<file path="config.mk">
export PLATFORM = sky130hd
export DESIGN_NAME = perf_fpga_engine_scheduler_flat
export DESIGN_NICKNAME = d
export VERILOG_FILES = /design/src/rtl/perf_fpga_engine_scheduler_pkg.sv /design/src/rtl/perf_fpga_engine_scheduler_if.sv /design/src/rtl/perf_fpga_engine_scheduler_rr_arbiter.sv /design/src/rtl/perf_fpga_engine_scheduler.sv /design/src/flat_wrapper.sv
export SDC_FILE = /design/constraint.sdc
export NUM_CORES = 1
export LEC_CHECK = 0
export ABC_AREA = 1
export BUFFER_PORTS_ARGS = -buffer_cell sky130_fd_sc_hd__buf_2
export CORE_MARGIN = 2
export CORE_UTILIZATION = 35
export CTS_BUF_LIST = sky130_fd_sc_hd__clkbuf_8
export CTS_CLUSTER_SIZE = 30
export DETAILED_ROUTE_END_ITERATION = 12
export PLACE_DENSITY_LB_ADDON = 0.3
export SLEW_MARGIN = 5
export SYNTH_ARGS = -nofsm -noshare
export SYNTH_HDL_FRONTEND = slang
export SYNTH_SLANG_ARGS = --single-unit
</file>
<file path="constraint.sdc">
create_clock -name aclk -period 4 [get_ports aclk]
set_clock_uncertainty 0.05 [all_clocks]
set_input_delay 0.2 -clock aclk [delete_from_list [all_inputs] [get_ports aclk]]
set_output_delay 0.2 -clock aclk [all_outputs]
set_load 0.02 [all_outputs]
</file>
<file path="src/rtl/perf_fpga_engine_scheduler_pkg.sv">
// Shared types and request encodings for the perf engine schedulers.
package perf_sched_pkg;

   localparam logic [1:0] REQ_READ  = 2'b01;
   localparam logic [1:0] REQ_WRITE = 2'b10;

   typedef enum logic [1:0] {IDLE, RUN, FINISH} top_state_t;

   typedef enum logic [1:0] {FREE, ISSUED, RUNNING} slot_state_t;

   function automatic logic is_legal_req(input logic [1:0] req_type);
      return (req_type == REQ_READ) || (req_type == REQ_WRITE);
   endfunction

endpackage

</file>
<file path="src/rtl/perf_fpga_engine_scheduler_if.sv">
// Host command/status and engine-bank signals of the run-level scheduler.
interface perf_fpga_engine_scheduler_if #(
   parameter int N_ENGINES = 4
);
   logic                      start;
   logic [1:0]                cmd_type;
   logic [31:0]               cmd_n_reqs;
   logic [63:0]               cmd_n_beats;
   logic [2*N_ENGINES-1:0]    eng_req_type;
   logic [64*N_ENGINES-1:0]   eng_n_beats;
   logic [N_ENGINES-1:0]      eng_busy;
   logic [N_ENGINES-1:0]      eng_done;
   logic                      run_busy;
   logic                      run_done;
   logic                      run_err;
   logic [63:0]               cycles;
   logic [31:0]               n_issued;
   logic [31:0]               n_completed;

   modport master (
      input  start, cmd_type, cmd_n_reqs, cmd_n_beats, eng_busy, eng_done,
      output eng_req_type, eng_n_beats, run_busy, run_done, run_err,
             cycles, n_issued, n_completed
   );

   modport slave (
      output start, cmd_type, cmd_n_reqs, cmd_n_beats, eng_busy, eng_done,
      input  eng_req_type, eng_n_beats, run_busy, run_done, run_err,
             cycles, n_issued, n_completed
   );

endinterface

</file>
<file path="src/rtl/perf_fpga_engine_scheduler_rr_arbiter.sv">
// N-input round-robin arbiter: one-hot grant, search starts just after the last winner.
module perf_rr_arbiter #(
   parameter int N = 4
) (
   input  logic                              aclk,
   input  logic                              aresetn,
   input  logic [N-1:0]                      req,
   input  logic                              advance,
   output logic [N-1:0]                      grant,
   output logic [((N > 1) ? $clog2(N) : 1)-1:0] grant_idx,
   output logic                              grant_valid
);

   localparam int IW = (N > 1) ? $clog2(N) : 1;

   logic [IW-1:0] ptr;
   logic [IW-1:0] cand;

   always_comb begin
      grant       = '0;
      grant_idx   = '0;
      grant_valid = 1'b0;
      cand        = '0;
      for (int k = 1; k <= N; k++) begin
         cand = IW'((int'(ptr) + k) % N);
         if (!grant_valid && req[cand]) begin
            grant[cand] = 1'b1;
            grant_idx   = cand;
            grant_valid = 1'b1;
         end
      end
   end

   // The pointer only moves when the grant is actually consumed.
   always_ff @(posedge aclk) begin
      if (!aresetn) begin
         ptr <= '0;
      end else if (advance && grant_valid) begin
         ptr <= grant_idx;
      end
   end

endmodule

</file>
<file path="src/rtl/perf_fpga_engine_scheduler.sv">
// Run-level scheduler: issues a benchmark run's requests round-robin to a bank of engines
// and tracks each engine through its busy signal.
module perf_fpga_engine_scheduler
   import perf_sched_pkg::*;
#(
   parameter int N_ENGINES     = 4,
   parameter int ISSUE_TIMEOUT = 256
) (
   input  logic                           aclk,
   input  logic                           aresetn,
   perf_fpga_engine_scheduler_if.master   bus
);

   localparam int IW = (N_ENGINES > 1) ? $clog2(N_ENGINES) : 1;
   localparam int TW = $clog2(ISSUE_TIMEOUT + 1);
   localparam logic [TW-1:0] TMO_LAST = TW'(ISSUE_TIMEOUT - 1);

   top_state_t    state;
   slot_state_t   slot_q  [N_ENGINES];
   logic [TW-1:0] tmo_cnt [N_ENGINES];

   logic [1:0]  req_type_q;
   logic [31:0] n_reqs_q;
   logic [63:0] n_beats_q;
   logic        run_busy_q, run_done_q, run_err_q;
   logic [63:0] cycles_q;
   logic [31:0] n_issued_q, n_completed_q;

   logic [N_ENGINES-1:0] slot_req, grant, slot_done, slot_tmo;
   logic [IW-1:0]        grant_idx_unused;
   logic                 grant_valid, issue_ok, grant_fire;
   logic [31:0]          n_freed;
   logic                 eng_done_unused;

   // eng_done toggles while engines idle, so accounting relies on busy alone.
   assign eng_done_unused = ^bus.eng_done;

   always_comb begin
      slot_req  = '0;
      slot_done = '0;
      slot_tmo  = '0;
      n_freed   = '0;
      for (int i = 0; i < N_ENGINES; i++) begin
         slot_req[i]  = (slot_q[i] == FREE) && !bus.eng_busy[i];
         slot_tmo[i]  = (slot_q[i] == ISSUED) && !bus.eng_busy[i] && (tmo_cnt[i] == TMO_LAST);
         slot_done[i] = ((slot_q[i] == RUNNING) && !bus.eng_busy[i]) || slot_tmo[i];
         n_freed      = n_freed + 32'(slot_done[i]);
      end
   end

   assign issue_ok   = (state == RUN) && (n_issued_q < n_reqs_q);
   assign grant_fire = issue_ok && grant_valid;

   perf_rr_arbiter #(.N(N_ENGINES)) u_arb (
      .aclk        (aclk),
      .aresetn     (aresetn),
      .req         (slot_req),
      .advance     (issue_ok),
      .grant       (grant),
      .grant_idx   (grant_idx_unused),
      .grant_valid (grant_valid)
   );

   always_comb begin
      bus.eng_req_type = '0;
      bus.eng_n_beats  = '0;
      for (int i = 0; i < N_ENGINES; i++) begin
         if (grant_fire && grant[i]) begin
            bus.eng_req_type[2*i +: 2]  = req_type_q;
            bus.eng_n_beats[64*i +: 64] = n_beats_q;
         end
      end
   end

   // A slot that frees this cycle is still RUNNING/ISSUED to the arbiter, so it is grantable next cycle.
   always_ff @(posedge aclk) begin
      if (!aresetn) begin
         for (int i = 0; i < N_ENGINES; i++) begin
            slot_q[i]  <= FREE;
            tmo_cnt[i] <= '0;
         end
      end else begin
         for (int i = 0; i < N_ENGINES; i++) begin
            case (slot_q[i])
               FREE: begin
                  if (grant_fire && grant[i]) begin
                     slot_q[i]  <= ISSUED;
                     tmo_cnt[i] <= '0;
                  end
               end
               ISSUED: begin
                  if (bus.eng_busy[i]) begin
                     slot_q[i] <= RUNNING;
                  end else if (slot_tmo[i]) begin
                     slot_q[i] <= FREE;
                  end else begin
                     tmo_cnt[i] <= tmo_cnt[i] + 1'b1;
                  end
               end
               RUNNING: begin
                  if (!bus.eng_busy[i]) begin
                     slot_q[i] <= FREE;
                  end
               end
               default: slot_q[i] <= FREE;
            endcase
         end
      end
   end

   always_ff @(posedge aclk) begin
      if (!aresetn) begin
         state         <= IDLE;
         req_type_q    <= '0;
         n_reqs_q      <= '0;
         n_beats_q     <= '0;
         run_busy_q    <= 1'b0;
         run_done_q    <= 1'b0;
         run_err_q     <= 1'b0;
         cycles_q      <= '0;
         n_issued_q    <= '0;
         n_completed_q <= '0;
      end else begin
         case (state)
            IDLE: begin
               run_done_q <= 1'b0;
               if (bus.start && is_legal_req(bus.cmd_type)) begin
                  req_type_q    <= bus.cmd_type;
                  n_reqs_q      <= bus.cmd_n_reqs;
                  n_beats_q     <= bus.cmd_n_beats;
                  cycles_q      <= '0;
                  n_issued_q    <= '0;
                  n_completed_q <= '0;
                  run_err_q     <= 1'b0;
                  run_busy_q    <= 1'b1;
                  state         <= RUN;
               end
            end
            RUN: begin
               if (cycles_q != '1) begin
                  cycles_q <= cycles_q + 64'd1;
               end
               if (grant_fire) begin
                  n_issued_q <= n_issued_q + 32'd1;
               end
               n_completed_q <= n_completed_q + n_freed;
               if (|slot_tmo) begin
                  run_err_q <= 1'b1;
               end
               if (n_completed_q == n_reqs_q) begin
                  run_busy_q <= 1'b0;
                  run_done_q <= 1'b1;
                  state      <= FINISH;
               end
            end
            FINISH: begin
               run_done_q <= 1'b0;
               state      <= IDLE;
            end
            default: state <= IDLE;
         endcase
      end
   end

   assign bus.run_busy    = run_busy_q;
   assign bus.run_done    = run_done_q;
   assign bus.run_err     = run_err_q;
   assign bus.cycles      = cycles_q;
   assign bus.n_issued    = n_issued_q;
   assign bus.n_completed = n_completed_q;

endmodule

</file>
<file path="src/flat_wrapper.sv">
// flat-port wrapper written by rule: the top's interface ports become plain ports
module perf_fpga_engine_scheduler_flat import perf_sched_pkg::*;
#(
   parameter int N_ENGINES     = 4,
   parameter int ISSUE_TIMEOUT = 256
)
  (aclk, aresetn, bus_start, bus_cmd_type, bus_cmd_n_reqs, bus_cmd_n_beats, bus_eng_busy, bus_eng_done, bus_eng_req_type, bus_eng_n_beats, bus_run_busy, bus_run_done, bus_run_err, bus_cycles, bus_n_issued, bus_n_completed);
  perf_fpga_engine_scheduler_if #(.N_ENGINES(N_ENGINES)) bus_i ();
  input  logic aclk;
  input  logic aresetn;
  input wire logic [$bits(bus_i.start)-1:0] bus_start;
  input wire logic [$bits(bus_i.cmd_type)-1:0] bus_cmd_type;
  input wire logic [$bits(bus_i.cmd_n_reqs)-1:0] bus_cmd_n_reqs;
  input wire logic [$bits(bus_i.cmd_n_beats)-1:0] bus_cmd_n_beats;
  input wire logic [$bits(bus_i.eng_busy)-1:0] bus_eng_busy;
  input wire logic [$bits(bus_i.eng_done)-1:0] bus_eng_done;
  output wire logic [$bits(bus_i.eng_req_type)-1:0] bus_eng_req_type;
  output wire logic [$bits(bus_i.eng_n_beats)-1:0] bus_eng_n_beats;
  output wire logic [$bits(bus_i.run_busy)-1:0] bus_run_busy;
  output wire logic [$bits(bus_i.run_done)-1:0] bus_run_done;
  output wire logic [$bits(bus_i.run_err)-1:0] bus_run_err;
  output wire logic [$bits(bus_i.cycles)-1:0] bus_cycles;
  output wire logic [$bits(bus_i.n_issued)-1:0] bus_n_issued;
  output wire logic [$bits(bus_i.n_completed)-1:0] bus_n_completed;
  assign bus_i.start = bus_start;
  assign bus_i.cmd_type = bus_cmd_type;
  assign bus_i.cmd_n_reqs = bus_cmd_n_reqs;
  assign bus_i.cmd_n_beats = bus_cmd_n_beats;
  assign bus_i.eng_busy = bus_eng_busy;
  assign bus_i.eng_done = bus_eng_done;
  assign bus_eng_req_type = bus_i.eng_req_type;
  assign bus_eng_n_beats = bus_i.eng_n_beats;
  assign bus_run_busy = bus_i.run_busy;
  assign bus_run_done = bus_i.run_done;
  assign bus_run_err = bus_i.run_err;
  assign bus_cycles = bus_i.cycles;
  assign bus_n_issued = bus_i.n_issued;
  assign bus_n_completed = bus_i.n_completed;
  perf_fpga_engine_scheduler #(.N_ENGINES(N_ENGINES), .ISSUE_TIMEOUT(ISSUE_TIMEOUT)) u_core (.aclk(aclk), .aresetn(aresetn), .bus(bus_i));
endmodule
</file>
==> out/results.txt, run 1 <==
Post-layout min period: 4470 ps
Post-Route WL: 66.2 mm
Leakage power: 10.0 nW
P_sw: 2.14 mW
DP Wirelength: 47.4 mm
Outcome: complete, but fails checks
Final slew viol count: 0
Top-count cell post-synth: nor2_1
Clock Root Buffer: clkbuf_8
Area delta synth->final: 34.1%
Worst vdd ir: 0.178 mV
Avg Inst Size Synth: 6.57 um^2
Crit end category: flip-flop
Compound-Gate Fraction of Synth Area: 12.8%
Clock power frac: 40.3%
Avg WL per Cell: 16.9 um
Hold Vio Cnt, Final: 0
Number of global-route vias before repair: 17,600
RePlAce Congestion: 0.943
First-pass GRT wire length: 97.7 mm
Non-filler instance count after layout: 3,916
Number of I/O port buffers: 499
Total gr overflow: 0
Flops & latches, synth: 277
Post-layout worst setup margin: -471 ps
H-Tree Depth: 2
Max Fclk: 0.224 GHz
Distinct cells, synth: 49
Int Power: 4.85 mW
Slowest stage delay, CP: 350 ps
Power density over cell area: 303 mW/mm^2
CTS tree: built
# rows: 81
CP Launch Type: flip-flop
Yosys top cell by area: dfxtp_1
Post-route ant nets: 0
Layout cell share with drive strength beyond 1: 23.5%
Cells after DPL: 3,674
Syn_nets: 2,781
CP max stage cell: edfxtp_1
Worst Tran Pin Value: 988 ps
Die H: 226 um
Register area share after synthesis: 34.8%
Failing checks: setup timing
Post-synthesis adder-cell area fraction: 4.17%
Post-synth EDFFs: 44
Final Setup Violations: 19
Clk buf depth: 3
Total GRT Usage: 24.5%
DRC Markers: 0
Smallest hold slack: 328 ps
Crit share post-route: 112%
Crit path kind: reg -> reg
Sequential share of power: 43.1%
Nets: 3,420
Fill cell count: 5,001
Max-cap viol count: 0
Initial antenna violation count: 2
# diodes: 0
Mux share of post-synthesis cell area: 0%
Design area: 0.0230 mm^2
RSZ-0062 raised after global routing: yes
Setup WS pre-CTS: -343 ps
Cells after Synth: 2,616
Comb pwr share: 16.6%
Initial Utilization: 35.3%
Clock latency on the worst-skew pair: 650 ps
First drt pass iteration count: 5
Die W: 226 um
Peak fanout along the critical path: 2
CTS clk-pin slew, worst paths: 60 ps
Most frequent cells after synthesis: nor2_1 (544), nand2_1 (496), inv_1 (267)
Yosys Warn Count: 0
Prevailing post-synth register cell: dfxtp_1
Synth top area cells: dfxtp_1 (27%), nor2_1 (12%), nand2_1 (11%)
Vias per inst: 5.09
Via count: 19,900
Ys async rst share: 0%
XOR/XNOR Fraction of Synth Area: 4.03%
DRT iter0 DRCs: 1,651
WP data required: 4330 ps
Largest net degree at the start of global routing: 199
Synth Cell Area: 0.0172 mm^2
Worst hold path type: in -> reg
Switching Fraction: 30.6%
# clock sinks: 277
Yosys top cell area share: 27.2%
Largest family of logic cells by synthesized area: simple AND/OR/NAND/NOR gates
I/O Pins: 504
Core area: 0.0486 mm^2
Most used cell, CP: buf_4
Normalized max-slew margin: 33.5%
WP data arrival: 4800 ps
Total CTS buffers: 55
Simple-gate share of the synthesized area: 34.3%
Post-DP Area: 0.0203 mm^2
Die footprint: 0.0509 mm^2
through the flow:
stage	utilization [%]	setup TNS [ps]	power (mW)
finish	47.3	-3720	6.99
detailed placement	41.8	-1310	4.10
global placement	41.8	-837	4.10
global route	47.3	-9190	7.33
floorplan	-	-68.1	3.78
CTS	46.7	-540	7.07
flip-flops by register name (all words and copies together) (netlist names):
name,cells
u_core.bus.cycles,64
u_core.n_beats_q,64
u_core.tmo_cnt,36
u_core.bus.n_completed,32
u_core.bus.n_issued,32
u_core.n_reqs_q,32
u_core.slot_q,8
u_core.req_type_q,2
u_core.state,2
u_core.u_arb.ptr,2
u_core.bus.run_busy,1
u_core.bus.run_done,1
u_core.bus.run_err,1
cell type report:
cell class                      count  area, um^2  share of cell area, %
Clock buffer                       66         908                   3.94
Clock inverter                     30         149                  0.647
Inverter                          280        1050                   4.57
Multi-Input combinational cell   1946        9800                   42.6
Sequential cell                   277        5990                   26.0
Tap cell                          622         778                   3.38
Timing Repair Buffer              695        4350                   18.9
what timing repair did:
item | in CTS | in global routing
gates resized for setup | 28 | 50
buffers inserted | 32 | 16
pin swaps | 17 | 27
setup endpoints to repair | 87 | 239
hold buffers | 102 | 0
endpoints found under the hold margin | 124 | 0
layout by cell type, fill, tap and decap left out, drive strengths merged, types with 2 or more instances in the layout:
cell type	n
nand3b	6
nor3	72
clkinv	6
dlygate4sd3	102
o211a	2
nor4	16
nor3b	7
xor2	57
edfxtp	44
o31ai	3
nand2	502
clkbuf	66
nor2	550
xnor2	22
nor4b	2
a221oi	5
o21bai	5
a31oi	3
or2	19
a211oi	6
nand3	160
o22ai	3
o21ai	139
a31o	5
dfxtp	233
fa	2
nand4	57
buf	593
a21oi	244
ha	54
inv	302
worst max-delay path, delay by kind of cell (launching register included):
kind | cells | cell delay (ps)
buffers and inverters | 29 | 3260
flip-flops | 1 | 350
AND/OR/NAND/NOR | 4 | 350
adder cells (fa/ha/maj) | 1 | 200
power groups by stage:
stage / sequential [mW] / combinational (mW) / clock (mW)
after floorplan: 3.06 / 0.715 / 0
after global placement: 3.07 / 1.03 / 0
after detailed placement: 3.07 / 1.03 / 0
after CTS: 3.01 / 1.13 / 2.92
after global routing: 3.02 / 1.27 / 3.04
final: 3.01 / 1.16 / 2.82
cells by family after synthesis:
logic type	Yosys count
buffers and inverters	393
XOR/XNOR	79
flip-flops	277
AO/OA/AOI/OAI	418
adder cells (fa/ha/maj)	56
AND/OR/NAND/NOR	1393
layer usage:
| layer | vias up | wire length (um) | GRT usage (%) |
|---|---|---|---|
| met4 | 4 | 2690 | 9.98 |
| li1 | 9785 | - | - |
| met5 | - | 26 | 0 |
| met3 | 150 | 5020 | 5.35 |
| met1 | 9200 | 28000 | 31.6 |
| met2 | 783 | 30500 | 39.5 |
final timing paths:
check                                     startpoint  cells after the start  slack, ps                                 end
setup / recovery  u_core.tmo_cnt[1][1]$_SDFFCE_PN0P_                     34       -470  u_core.tmo_cnt[1][4]$_SDFFCE_PN0P_
setup reg to reg  u_core.tmo_cnt[1][1]$_SDFFCE_PN0P_                     34       -470  u_core.tmo_cnt[1][4]$_SDFFCE_PN0P_
hold / removal                     bus_cmd_n_reqs[2]                      4        330     u_core.n_reqs_q[2]$_SDFFE_PN0P_
hold reg to reg      u_core.bus.run_err$_SDFFE_PN0P_                      2        410     u_core.bus.run_err$_SDFFE_PN0P_
(Power assumes the default switching activity.)
==> inputs of run 2 (changes only) <==
Settings changed: CTS_CLUSTER_SIZE 30 to default, HOLD_SLACK_MARGIN from default to 0.1, RECOVER_POWER from default to 50.
==> out/results.txt, run 2 (synthesized netlist as in run 1, its figures left out) <==
Worst hold path type: in -> reg
First-pass GRT wire length: 97.7 mm (unchanged)
I/O Pins: 504 (unchanged)
Layout cell share with drive strength beyond 1: 21.5% (-2.0 points)
Most common cell after layout, fill and taps aside: nor2_1
Normalized max-slew margin: -39.2% (-73 points)
Largest net degree at the start of global routing: 199 (unchanged)
# rows: 81 (unchanged)
Clk buf depth: 3 (unchanged)
Hold Vio Cnt, Final: 0 (unchanged)
CP Launch Type: flip-flop
CTS tree: built
Vias per inst: 5.08 (-0.12%)
Total GRT Usage: 24.5% (unchanged)
Post-layout min period: 4470 ps (-0.728 ps)
Failing checks: capacitance limit, slew limit, setup timing
RSZ-0062 raised after global routing: yes
Fill cell count: 5,040 (+0.78%)
Power density over cell area: 305 mW/mm^2 (+0.44%)
# clock sinks: 277 (unchanged)
Final Setup Violations: 55 (+36)
Worst Tran Pin Value: 2080 ps (+1090 ps)
Initial antenna violation count: 2 (unchanged)
Die W: 226 um (unchanged)
RePlAce Congestion: 0.943 (unchanged)
Post-layout util: 47.2% (-0.18 points)
Clock Root Buffer: clkbuf_8
Max-cap viol count: 1 (+1)
Crit share post-route: 112% (about the same)
Via count: 19,900 (-0.12%)
Clock latency on the worst-skew pair: 640 ps (about the same)
Die footprint: 0.0509 mm^2 (unchanged)
Total CTS buffers: 55 (unchanged)
Crit path kind: reg -> reg
Die H: 226 um (unchanged)
Slowest stage delay, CP: 350 ps (about the same)
Worst vdd ir: 0.176 mV (-1.4%)
WP data required: 4330 ps (about the same)
Cell family with most CP delay: buffers and inverters
Peak fanout along the critical path: 2 (unchanged)
Worst path bufs/invs: 29 (unchanged)
Most used cell, CP: buf_4
Number of global-route vias before repair: 17,600 (unchanged)
Crit end category: flip-flop
CP max stage cell: edfxtp_1
Leakage power: 9.75 nW (-2.9%)
Initial Utilization: 35.3% (unchanged)
DRC Markers: 0 (unchanged)
DP Wirelength: 47.4 mm (unchanged)
Outcome: complete, but fails checks
Max Fclk: 0.224 GHz (about the same)
Total gr overflow: 0 (unchanged)
WP data arrival: 4800 ps (about the same)
Setup WS pre-CTS: -343 ps (unchanged)
Core area: 0.0486 mm^2 (unchanged)
First drt pass iteration count: 5 (unchanged)
Post-Route WL: 66.1 mm (about the same)
# diodes: 0 (unchanged)
Nets: 3,420 (unchanged)
Post-route ant nets: 0 (unchanged)
Area delta synth->final: 33.6%
DRT iter0 DRCs: 1,572 (-4.8%)
H-Tree Depth: 2 (unchanged)
Most frequent cells in the layout: nor2_1 (533), nand2_1 (485), buf_2 (433), inv_1 (285), a21oi_1 (241)
Final slew viol count: 53 (+53)
Post-layout worst setup margin: -470 ps (+0.728 ps)
Avg WL per Cell: 16.9 um (about the same)
Number of I/O port buffers: 499 (unchanged)
Fin Setup TNS: -6460 ps (-2740 ps)
CTS clk-pin slew, worst paths: 60 ps (about the same)
[run 2: cell count changes in the layout (fill, tap and decap cells not counted), sizes merged]
cell / previous run / this run
buf: 593 / 527
inv: 302 / 301
clkinvlp: 1 / 2
clkbuf: 66 / 132
[run 2: area by class of cell]
cell class | count | area, um^2 | share of cell area (%)
multi-input combinational | 1946 | 9800 | 42.7
inverter | 280 | 1050 | 4.59
tap | 622 | 778 | 3.39
clock inverter | 30 | 149 | 0.649
timing repair buffer | 695 | 4270 | 18.6
clock buffer | 66 | 908 | 3.96
sequential | 277 | 5990 | 26.1
[run 2: path summary, 6_finish.rpt]
| kind | startpoint | end | slack [ps] | depth (start not counted) |
|---|---|---|---|---|
| worst max-delay path | u_core.tmo_cnt[1][1]$_SDFFCE_PN0P_ | u_core.tmo_cnt[1][4]$_SDFFCE_PN0P_ | -470 | 34 |
| worst min-delay path | bus_cmd_n_reqs[2] | u_core.n_reqs_q[2]$_SDFFE_PN0P_ | 330 | 4 |
| worst max register to register | u_core.tmo_cnt[1][1]$_SDFFCE_PN0P_ | u_core.tmo_cnt[1][4]$_SDFFCE_PN0P_ | -470 | 34 |
| worst min register to register | u_core.bus.run_err$_SDFFE_PN0P_ | u_core.bus.run_err$_SDFFE_PN0P_ | 410 | 2 |
[run 2: per-stage QoR]
step	area [um^2]	std cells	total power [mW]	hold WS, ps
after floorplan	17200	2616	3.78	316
after global placement	20300	3674	4.10	393
after detailed placement	20300	3674	4.10	397
after CTS	22700	3904	7.07	264
after global routing	22900	3916	7.33	317
final	22900	3916	6.99	327
[run 2: tightest hold or removal path: stages]
cell,delay [ps]
dlygate4sd3_1,520
buf_2,90
o21ai_0,70
a21oi_1,100
[run 2: report_power, final]
group | switching (mW) | total (mW) | internal, mW
clock | 1.28 | 2.82 | 1.54
sequential | 0.0584 | 3.01 | 2.95
combinational | 0.805 | 1.16 | 0.353
[run 2: metal layers]
metal | up-vias | GRT usage, % | routed length, um
met5 | - | 0 | 26
met4 | 4 | 9.98 | 2700
met3 | 149 | 5.35 | 5260
met2 | 806 | 39.5 | 30300
met1 | 9157 | 31.6 | 27800
li1 | 9783 | - | -
[run 2: what timing repair did]
action | 4_1_cts | 5_1_grt
hold buffers | 102 | 0
buffers inserted | 32 | 16
pin swaps | 17 | 27
endpoints found under the setup margin | 87 | 239
hold endpoints to repair | 152 | 0
resized for setup | 28 | 50
